[src/rtl/burst_addr_sched.sv]
// burst_addr_sched: round-robin arbiter in front of one shared buffer-address
// sequencer. A granted requester receives a run of consecutive addresses
// (wrapping at MAX_DATA), one beat per unstalled cycle, followed by a
// one-cycle completion pulse tagged with the requester index.
module burst_addr_sched #(
  parameter int MAX_DATA = 256,
  parameter int NREQ = 2,
  localparam int AWIDTH = $clog2(MAX_DATA),
  localparam int IDW = (NREQ > 1) ? $clog2(NREQ) : 1
) (
  input  logic                       clk,
  input  logic                       rst_n,
  input  logic [NREQ-1:0]            req,
  input  logic [NREQ*AWIDTH-1:0]     start_addr,
  input  logic [NREQ*(AWIDTH+1)-1:0] burst_len,
  input  logic                       stall,
  output logic [NREQ-1:0]            gnt,
  output logic                       mem_en,
  output logic [AWIDTH-1:0]          mem_addr,
  output logic                       busy,
  output logic                       done,
  output logic [IDW-1:0]             done_id
);

  localparam logic [AWIDTH:0]   MAX_LEN   = (AWIDTH+1)'(MAX_DATA);
  localparam logic [AWIDTH-1:0] LAST_ADDR = AWIDTH'(MAX_DATA - 1);
  localparam logic [IDW-1:0]    LAST_ID   = IDW'(NREQ - 1);
  localparam logic [IDW:0]      NREQ_W    = (IDW+1)'(NREQ);

  typedef enum logic [1:0] {IDLE, BURST, DONE} state_t;

  state_t            state, state_n;
  logic [IDW-1:0]    ptr, ptr_n;
  logic [IDW-1:0]    cur_id, cur_id_n;
  logic [AWIDTH:0]   remain, remain_n;
  logic [NREQ-1:0]   gnt_n;
  logic              mem_en_n;
  logic [AWIDTH-1:0] mem_addr_n;
  logic              done_n;
  logic [IDW-1:0]    done_id_n;

  logic              found;
  logic [IDW-1:0]    sel;
  logic [IDW:0]      cand;
  logic [AWIDTH:0]   sel_len_raw;
  logic [AWIDTH:0]   sel_len;
  logic [AWIDTH-1:0] sel_start;

  assign busy = (state != IDLE);

  // Pick the first requesting index at or after the pointer, cyclically, and
  // fetch its start address and clamped length.
  always_comb begin
    found = 1'b0;
    sel   = '0;
    cand  = '0;
    for (int k = 0; k < NREQ; k++) begin
      cand = {1'b0, ptr} + (IDW+1)'(k);
      if (cand >= NREQ_W) cand = cand - NREQ_W;
      if (!found && req[cand[IDW-1:0]]) begin
        found = 1'b1;
        sel   = cand[IDW-1:0];
      end
    end
    sel_start   = start_addr[sel*AWIDTH +: AWIDTH];
    sel_len_raw = burst_len[sel*(AWIDTH+1) +: (AWIDTH+1)];
    sel_len     = (sel_len_raw > MAX_LEN) ? MAX_LEN : sel_len_raw;
  end

  // Next-state and next-output logic; every register holds unless changed.
  always_comb begin
    state_n    = state;
    ptr_n      = ptr;
    cur_id_n   = cur_id;
    remain_n   = remain;
    gnt_n      = gnt;
    mem_en_n   = mem_en;
    mem_addr_n = mem_addr;
    done_n     = 1'b0;
    done_id_n  = done_id;
    case (state)
      IDLE: begin
        if (found) begin
          cur_id_n = sel;
          gnt_n    = NREQ'(1) << sel;
          ptr_n    = (sel == LAST_ID) ? '0 : sel + IDW'(1);
          if (sel_len == '0) begin
            state_n   = DONE;
            done_n    = 1'b1;
            done_id_n = sel;
          end else begin
            state_n    = BURST;
            mem_en_n   = 1'b1;
            mem_addr_n = sel_start;
            remain_n   = sel_len;
          end
        end
      end
      BURST: begin
        if (!stall) begin
          if (remain == (AWIDTH+1)'(1)) begin
            // Last beat: leave the final address on the bus and report.
            state_n   = DONE;
            mem_en_n  = 1'b0;
            remain_n  = '0;
            done_n    = 1'b1;
            done_id_n = cur_id;
          end else begin
            remain_n   = remain - (AWIDTH+1)'(1);
            mem_addr_n = (mem_addr == LAST_ADDR) ? '0 : mem_addr + AWIDTH'(1);
          end
        end
      end
      DONE: begin
        state_n = IDLE;
        gnt_n   = '0;
      end
      default: begin
        state_n  = IDLE;
        gnt_n    = '0;
        mem_en_n = 1'b0;
      end
    endcase
  end

  // State and output registers with synchronous active-low reset.
  always_ff @(posedge clk) begin
    if (!rst_n) begin
      state    <= IDLE;
      ptr      <= '0;
      cur_id   <= '0;
      remain   <= '0;
      gnt      <= '0;
      mem_en   <= 1'b0;
      mem_addr <= '0;
      done     <= 1'b0;
      done_id  <= '0;
    end else begin
      state    <= state_n;
      ptr      <= ptr_n;
      cur_id   <= cur_id_n;
      remain   <= remain_n;
      gnt      <= gnt_n;
      mem_en   <= mem_en_n;
      mem_addr <= mem_addr_n;
      done     <= done_n;
      done_id  <= done_id_n;
    end
  end

endmodule

[config.mk]
export PLATFORM = sky130hd
export DESIGN_NAME = burst_addr_sched
export DESIGN_NICKNAME = d
export VERILOG_FILES = /design/src/rtl/burst_addr_sched.sv
export SDC_FILE = /design/constraint.sdc
export NUM_CORES = 1
export LEC_CHECK = 0
export BUFFER_PORTS_ARGS = -buffer_cell sky130_fd_sc_hd__buf_2
export CORE_UTILIZATION = 40
export CTS_CLUSTER_DIAMETER = 80
export DETAILED_ROUTE_END_ITERATION = 8
export PLACE_DENSITY_LB_ADDON = 0.2
export SYNTH_ARGS = -nofsm -noshare
export SYNTH_HDL_FRONTEND = slang
export SYNTH_SLANG_ARGS = --single-unit
export TNS_END_PERCENT = 20
[constraint.sdc]
create_clock -name clk -period 4 [get_ports clk]
set_input_delay 0.4 -clock clk [delete_from_list [all_inputs] [get_ports clk]]
set_output_delay 0.4 -clock clk [all_outputs]
set_load 0.02 [all_outputs]
# Yosys cells after proc, flatten, opt, wreduce, memory -nomap -nowiden
# Index checks and enable logic that the tools add are counted.
[totals] ff_bits=26 input_bits=39 out_inout_bits=14 wordCells=94
[op_classes] add_sub_neg=6 n_mul=1 order_cmp=5 n_eq_ne=10 shifts=3 mux=45 bitwise=2 n_reduce_logical=13
[op_table] op="$mux 9" count=5
[op_table] op="$mux 8" count=5
[op_table] op="$mux 1" count=23
[op_table] op="$pmux 9 s2" count=1
[op_table] op="$shiftx 18x6->9" count=1
[op_table] op="$pmux 8 s2" count=1
[op_table] op="$shiftx 16x5->8" count=1
[op_table] op="$reduce_and 5->1" count=3
[op_table] op="$ne 2x2->1 const B" count=6
[op_table] op="$mux 2" count=5
[op_table] op="$eq 9x1->1 const B" count=1
[op_table] op="$gt 9x9->1 const B" count=1
[op_table] op="$logic_not 9->1" count=1
[op_table] op="$sub 9x1->9 const B" count=1
[op_table] op="$add 8x1->8 const B" count=1
[op_table] op="$eq 8x8->1 const B" count=1
[op_table] op="$pmux 2 s2" count=2
[op_table] op="$mul 1x4->5 const B" count=1
[op_table] op="$lt 1x2->1 const B" count=2
[op_table] op="$pmux 1 s2" count=2
[op_table] op="$reduce_and 2->1" count=2
[op_table] op="$reduce_and 4->1" count=1
[op_table] op="$reduce_bool 2->1" count=2
[op_table] op="$pmux 1 s3" count=1
[op_table] op="other kinds (13)" count=15

# Depth between registers and ports, before layout
# Gate-level depths: netlist of the first run.
[depth] word_depth=16 mapped_depth=8 ltp_nobuf=7

# Worst setup path after synthesis of the first run
# Ideal clock, no wire load.
[synth_timing] kind="input-to-reg" from="in req[1]" to="reg mem_addr[5]" setup_ns=0.116 t_arrival_ns=1.614 required_ns=3.884 path_slack_ns=2.270 stages=6 n_path_buf=1 cell_sequence="buf_4 inv_1 o2111ai_2 o41ai_4 o311a_1 a31o_2"
[synth_between] elab_chain_cells=13 word_cells_on_any_way=22 classes_between="1 x mul; 1 x order compare; 2 x eq/ne; 2 x shift; 12 x mux; 4 x reduce/logical"
[synth_rtl] item="start, declared" line_no="13" source="input logic [NREQ-1:0] req,"
[synth_rtl] item="$mux 1 (not written as such) (2 in series)" line_no="60" source="if (!found && req[cand[IDW-1:0]]) begin"
[synth_rtl] item="$mux 1" line_no="60"
[synth_rtl] item="$logic_not 1->1" line_no="60"
[synth_rtl] item="$logic_and 1x1->1" line_no="60"
[synth_rtl] item="$mux 1" line_no="60"
[synth_rtl] item="$mul 1x4->5" line_no="66" source="sel_len_raw = burst_len[sel*(AWIDTH+1) +: (AWIDTH+1)];"
[synth_rtl] item="$shiftx 18x6->9" line_no="66"
[synth_rtl] item="$gt 9x9->1" line_no="67" source="sel_len = (sel_len_raw > MAX_LEN) ? MAX_LEN : sel_len_raw;"
[synth_rtl] item="$mux 9" line_no="67"
[synth_rtl] item="$logic_not 9->1" line_no="87" source="if (sel_len == '0) begin"
[synth_rtl] item="$ne 2x2->1 (no source line)"
[synth_rtl] item="$reduce_and 5->1 (no source line)"
[synth_rtl] item="end signal, assigned" line_no="145" source="mem_addr <= mem_addr_n;"
[synth_rtl] item="end, declared" line_no="19" source="output logic [AWIDTH-1:0] mem_addr,"
# Several ways; a longest one is shown, not always the timed one. The select of a mux whose other input is x is not followed.
# A chain may end at the register's enable or synchronous reset.

# Final worst setup path of the first run
[layout_timing] from="reg state[0]" to="reg remain[3]"
[layout_between] elab_chain_cells=3 word_cells_on_any_way=8 classes_between="4 x eq/ne; 1 x mux; 3 x reduce/logical"
[layout_rtl] item="start, declared" line_no="32" source="state_t state, state_n;"
[layout_rtl] item="start signal, assigned" line_no="139" source="state <= state_n;"
[layout_rtl] item="$eq 2x1->1 or $logic_not 2->1 (tied branches)" line_no="81" source="case (state)"
[layout_rtl] item="$ne 2x2->1 (no source line) or $reduce_bool 2->1 (tied branches)"
[layout_rtl] item="$reduce_and 4->1 (no source line)"
[layout_rtl] item="end signal, assigned" line_no="142" source="remain <= remain_n;"
[layout_rtl] item="end, declared" line_no="35" source="logic [AWIDTH:0] remain, remain_n;"
# Several ways; a longest one is shown, not always the timed one.

==> impl_metrics.ini, run 1 <==
[timing]
setup_violations = 0
hold_viol_final = 0
slew-limit-headroom_pct = 49.1
setup-tns-final_ps = 0
min_period_over_period_pct = 58.0
max_freq_mhz = 431
holdWs_ps = 451
worst_slew_pin_slew_ps = 761
report.final.slew_viol_count = 0
fin_crit_ps = 2320
rsz0062_at_grt = no
finClkSkew_ps = 4.60

[drt]
drtIter0Drc = 109
wl_per_cell_um = 15.5
final_antenna_net_count = 0
vias = 1985
drcViolationCount = 0
totalWireLength_mm = 5.36
viasPerCell = 5.75
firstDrtPassIters = 5

[clock_tree]
cts_resized = 0
clkTransAtPathRegs_ps = 100
cts-htree-levels = 1
worstSkewPairLatency_ps = 280
cts_tree = done
hold_buffers = 0
cts_num_sinks = 26
cts_root_buffer = clkbuf_8
cts.path.max_buffers = 2
cts_buffers = 3
post_cts_buffers = 0

[logic_synthesis]
async_reset_ff_share_pct = 0
syn-num-nets = 275
ys_types = 61
synth_edf_count = 0
synthFlopType = dfxtp_1
syn_inst = 233
yosys_warnings = 0
netlist_area_um2 = 1990
ys_ff_latch = 26
ys_seq_area_share_pct = 26.2
syn_avg_cell_area_um2 = 8.54

[global_routing]
grt_pass1_vias = 1816
gr-total-overflow = 0
gr-usage-all-layers_pct = 21.4
antenna_found_initial = 0
grt_pass1_wl_mm = 8.89
grt_max_degree = 19

[critical_path]
cp.required_ps = 4200
worstSetupEndpointType = flop
cp_max_fo = 18
worstPathArrival_ps = 2520
start_kind = flop
path_class = reg2reg

[place]
routabilityCongestion = 0.796
portBuffers = 52
dp_hpwl_mm = 4.02

[floorplanning]
dieWidth_um = 72.5
die-area_um2 = 5260
io_pins = 53
die_height_um = 72.5
core_um2 = 4750
initial_core_util_pct = 41.8
row_count = 25

[status]
status = completed

[flow_run]
drv_cap = 0

[layout]
final_cell_mix = buf_2, dfxtp_1, nor2_1, nand2_1, a21oi_1
synthToLayoutAreaGrowth_pct = 17.8
layout_commonest_cell = buf_2
finalNetCount = 321
nFillCells = 481
drive_gt1_share_pct = 34.2
num_antenna_cells = 0

[pwr]
vdd_drop_max_mv = 0.166
power_density_nw_per_um2 = 362
power_leakage_nw = 1.02

[worst_hold_path]
hp-class = in2reg
-- where the power goes --
part / switching [mW] / total [mW] / internal, mW
combinational: 0.165 / 0.291 / 0.125
clock: 0.0912 / 0.225 / 0.134
sequential: 0.0442 / 0.333 / 0.289
total: 0.301 / 0.849 / 0.548
-- logic make-up (layout without fill, tap and decap cells) --
kind of cell / after synthesis / in the layout / synth area share [%]
AOI/OAI and AO/OA: 86 / 86 / 34.8
adders and majority gates: 3 / 3 / 1.89
xor gates and xnor gates: 2 / 2 / 0.881
muxes: 13 / 13 / 7.17
and+or+nand+nor: 80 / 80 / 23.5
DFF: 26 / 26 / 26.2
buffers and inverters: 23 / 68 / 5.53
-- synthesized netlist by cell type (3+ instances only) --
library cell  count  share of area [%]
a211oi_1          5                1.9
a21oi_1          16                4.0
a22oi_1           6                2.3
a311oi_1          3                1.3
a31o_2            4                1.8
a31oi_1           8                2.5
and3_1            3               0.94
buf_4             4                1.5
clkbuf_1          6                1.1
dfxtp_1          26                 26
ha_1              3                1.9
inv_1            11                2.1
mux2_2            9                5.1
mux2i_1           3                1.5
nand2_1          18                3.4
nand2b_1          3               0.94
nand3_1           9                2.3
nor2_1           23                4.3
nor2_2            4                1.3
nor3_1            4                1.0
nor4_2            3                1.9
nor4_4            3                3.2
o21ai_0          11                2.8
o311a_1           4                2.0
-- state kept, by name (all words and copies together), names as in the netlist --
name,cells
cur_id,1
state,2
gnt,2
remain,9
mem_en,1
done,1
done_id,1
mem_addr,8
ptr,1
-- critical path, cell delays in order, from the launching register on --
cell and delay [ps]:
dfxtp_1 710, nand2b_1 500, a21oi_1 510, a21boi_0 220, a21oi_1 60, a211oi_1 230
-- per-layer routing --
metal / vias to the layer above / part of all wire [%] / global-route usage [%]
li1: 985 / - / -
met2: 62 / 44 / 32.3
met3: 2 / 5.7 / 3.19
met1: 936 / 50 / 32.3
met5: - / 0 / 0
met4: 0 / 0.30 / 3.92
-- worst paths after layout --
| check | start | end | slack, ps | cells after the start |
|---|---|---|---|---|
| max reg2reg | state[0] | remain[3] | 1680 | 5 |
| min | req[1] | ptr | 450 | 2 |
| min reg2reg | gnt[1] | gnt[1] | 500 | 2 |
| max | state[0] | remain[3] | 1680 | 5 |
-- layout make-up --
type / count / area, um2 / share of cell area, %
multi-input combinational: 184 / 1360 / 58.0
sequential: 26 / 520 / 22.2
timing repair buffer: 53 / 268 / 11.4
tap: 67 / 83.8 / 3.58
clock buffer: 3 / 41.3 / 1.76
inverter: 11 / 41.3 / 1.76
clock inverter: 1 / 30.0 / 1.28
-- per-stage QoR --
step | area [um2] | instances | setup slack [ps] | util, % | total power, mW
global placement | 2270 | 341 | 1740 | 47.8 | 0.627
global route | 2340 | 345 | 1350 | 49.3 | 0.903
detailed placement | 2270 | 341 | 1690 | 47.8 | 0.628
floorplan | 1990 | 233 | 2270 | - | 0.542
CTS | 2340 | 345 | 1680 | 49.3 | 0.855
finish | 2340 | 345 | 1680 | 49.3 | 0.849
No activity file was read; power rests on OpenSTA's default activity.
==> run 2: changes to the inputs <==
--- a/config.mk
+++ b/config.mk
@@ -5,6 +5,7 @@
 export SDC_FILE = /design/constraint.sdc
 export NUM_CORES = 1
 export LEC_CHECK = 0
+export ABC_AREA = 1
 export BUFFER_PORTS_ARGS = -buffer_cell sky130_fd_sc_hd__buf_2
 export CORE_UTILIZATION = 40
 export CTS_CLUSTER_DIAMETER = 80
==> constraint.sdc (replaced) <==
create_clock -name clk -period 2.4 [get_ports clk]
set_input_delay 0.24 -clock clk [delete_from_list [all_inputs] [get_ports clk]]
set_output_delay 0.24 -clock clk [all_outputs]
set_load 0.02 [all_outputs]
==> impl_metrics.ini, run 2 <==
[clock_tree]
clkTransAtPathRegs_ps = 100
cts.path.max_buffers = 2
cts_num_sinks = 26
cts_resized = 0
cts_buffers = 3
hold_buffers = 0
cts_root_buffer = clkbuf_8
cts_tree = done
cts-htree-levels = 1
worstSkewPairLatency_ps = 270
post_cts_buffers = 0

[floorplanning]
row_count = 24
die_height_um = 71.5
initial_core_util_pct = 42.9
io_pins = 53
dieWidth_um = 71.5
die-area_um2 = 5120
core_um2 = 4500

[critical_path]
critPathBufInv = 1
crit_path_frequent_cell = nand2_4
critPathSlowestCell = dfxtp_1
critical-path-max-stage-delay_ps = 340
start_kind = flop
worstPathArrival_ps = 2080
cp_top_family = simple AND/OR/NAND/NOR gates
path_cells = inv_2 > nand2_4 > nand2_4 > nand2_1 > nand2_1 > nand2_1 > nor2_2 > nand2_2 > nand2_4 > nand2_4 > nand3_4 > nand2_4 > o21ai_0 > nor2_1
path_class = reg2reg
worstSetupEndpointType = flop
cp_max_fo = 20
cp.required_ps = 2570

[layout]
drive_gt1_share_pct = 25.2
layout_commonest_cell = nand2_1
final_cell_mix = nand2_1, nor2_1, buf_2, inv_1, dfxtp_1
top_regs = remain: 9 flops, mem_addr: 8 flops
synthToLayoutAreaGrowth_pct = 19.3
largest_register_ffs = 9
finalNetCount = 396
regMostFlops = remain
finalNonFillerCells = 405
num_antenna_cells = 0

[drt]
drcViolationCount = 0
final_antenna_net_count = 0
firstDrtPassIters = 6
vias = 2108
drtIter0Drc = 176
wl_per_cell_um = 12.1
viasPerCell = 5.20
totalWireLength_mm = 4.91

[logic_synthesis]
synth_top_area_share_pct = 26.9
ys_types = 34
async_reset_ff_share_pct = 0
syn-num-nets = 344
synth_common_cells = nand2_1, nor2_1, inv_1
netlist_top_cells_area = dfxtp_1, nand2_1, nor2_1, nand3_1, a21oi_1
synth_area_leader_cell = dfxtp_1
ys_seq_area_share_pct = 26.9
ys_ff_latch = 26
yosysMostFrequentCell = nand2_1
synthFlopType = dfxtp_1
netlist_area_um2 = 1930
syn_inst = 302
syn_avg_cell_area_um2 = 6.41
yosys_warnings = 0
synth_edf_count = 0

[flow_run]
drv_cap = 0

[place]
routabilityCongestion = 0.898
dpl.cell_count = 401
portBuffers = 52
dp_hpwl_mm = 3.81

[pwr]
p_seq_share_pct = 28.9
vdd_drop_max_mv = 0.506
switchingPower_mw = 1.15
power_density_nw_per_um2 = 1060
internal_power_mw = 1.30
combPwrFrac_pct = 55.8
power_leakage_nw = 1.14
netSwitchingFraction_pct = 47.0
clockPowerShare_pct = 15.2

[status]
status = completed

[global_routing]
gr-total-overflow = 0
antenna_found_initial = 0
grt_pass1_vias = 1940
grt_pass1_wl_mm = 8.40
gr-usage-all-layers_pct = 20.4
grt_max_degree = 21

[timing]
fin_crit_ps = 1910
setup-tns-final_ps = 0
slew-limit-headroom_pct = 66.9
worst_slew_pin_slew_ps = 492
max_freq_mhz = 524
min_period_over_period_pct = 79.4
finClkSkew_ps = 4.97
rsz0062_at_grt = no
report.final.slew_viol_count = 0
setup_violations = 0
hold_viol_final = 0

[worst_hold_path]
hp-class = in2reg
-- run 2: cell count changes after synthesis, sizes merged, moves of 8 or more --
cell,previous run,this run
nand2,20,75
nor2,27,57
mux2,10,0
nand3,9,27
a21oi,16,24
inv,11,32
-- run 2: power by group through the flow --
stage / registers (mW) / clock network (mW) / logic, mW
finish: 0.707 / 0.373 / 1.37
global route: 0.730 / 0.397 / 1.53
CTS: 0.706 / 0.385 / 1.36
detailed placement: 0.716 / 0 / 1.35
global placement: 0.713 / 0 / 1.36
floorplan: 0.766 / 0 / 0.970
-- run 2: per-stage QoR --
step	setup slack (ps)	hold slack [ps]	power (mW)	utilization [%]	cell area, um2
after global placement	524	451	2.07	49.6	2240
after detailed placement	502	456	2.07	49.6	2240
after floorplan	661	376	1.74	-	1930
after global routing	256	341	2.66	51.2	2310
final	493	328	2.45	51.2	2310
after CTS	471	317	2.45	51.2	2310
-- run 2: final timing paths --
check             cells after the start  startpoint  slack (ps)         to
setup reg to reg                     14         ptr         490  remain[7]
hold / removal                        3       rst_n         330    done_id
hold reg to reg                       2      gnt[0]         470     gnt[0]
setup / recovery                     14         ptr         490  remain[7]
-- run 2: cells by family (layout without fill, tap and decap cells) --
logic type,after synthesis,in the layout,synth area share (%)
AOI/OAI and AO/OA,49,49,14.4
DFF,26,26,26.9
and+or+nand+nor,175,175,43.9
buffers and inverters,40,91,8.80
xor gates and xnor gates,9,9,4.08
adders and majority gates,3,3,1.94
-- run 2: worst reg2reg max path: cells and delay by family, from the launching register on --
family / cells / cell delay, ps
compound gates: 1 / 180
simple gates: 12 / 1200
flops: 1 / 340
buf+inv: 1 / 70
-- run 2: area by class of cell --
class | count | area, um2
tap | 52 | 65.1
multi-input combinational | 236 | 1240
clock buffer | 3 | 41.3
clock inverter | 1 | 30.0
fill | 497 | 2200
sequential | 26 | 520
inverter | 33 | 131
timing repair buffer | 54 | 275
-- run 2: layer usage --
layer / track usage, % / vias up / share of wire [%]
met5: 0 / - / 0
met3: 3.38 / 6 / 4.0
li1: - / 1086 / -
met2: 36.1 / 60 / 49
met1: 25.3 / 956 / 46
met4: 6.32 / 0 / 1.3
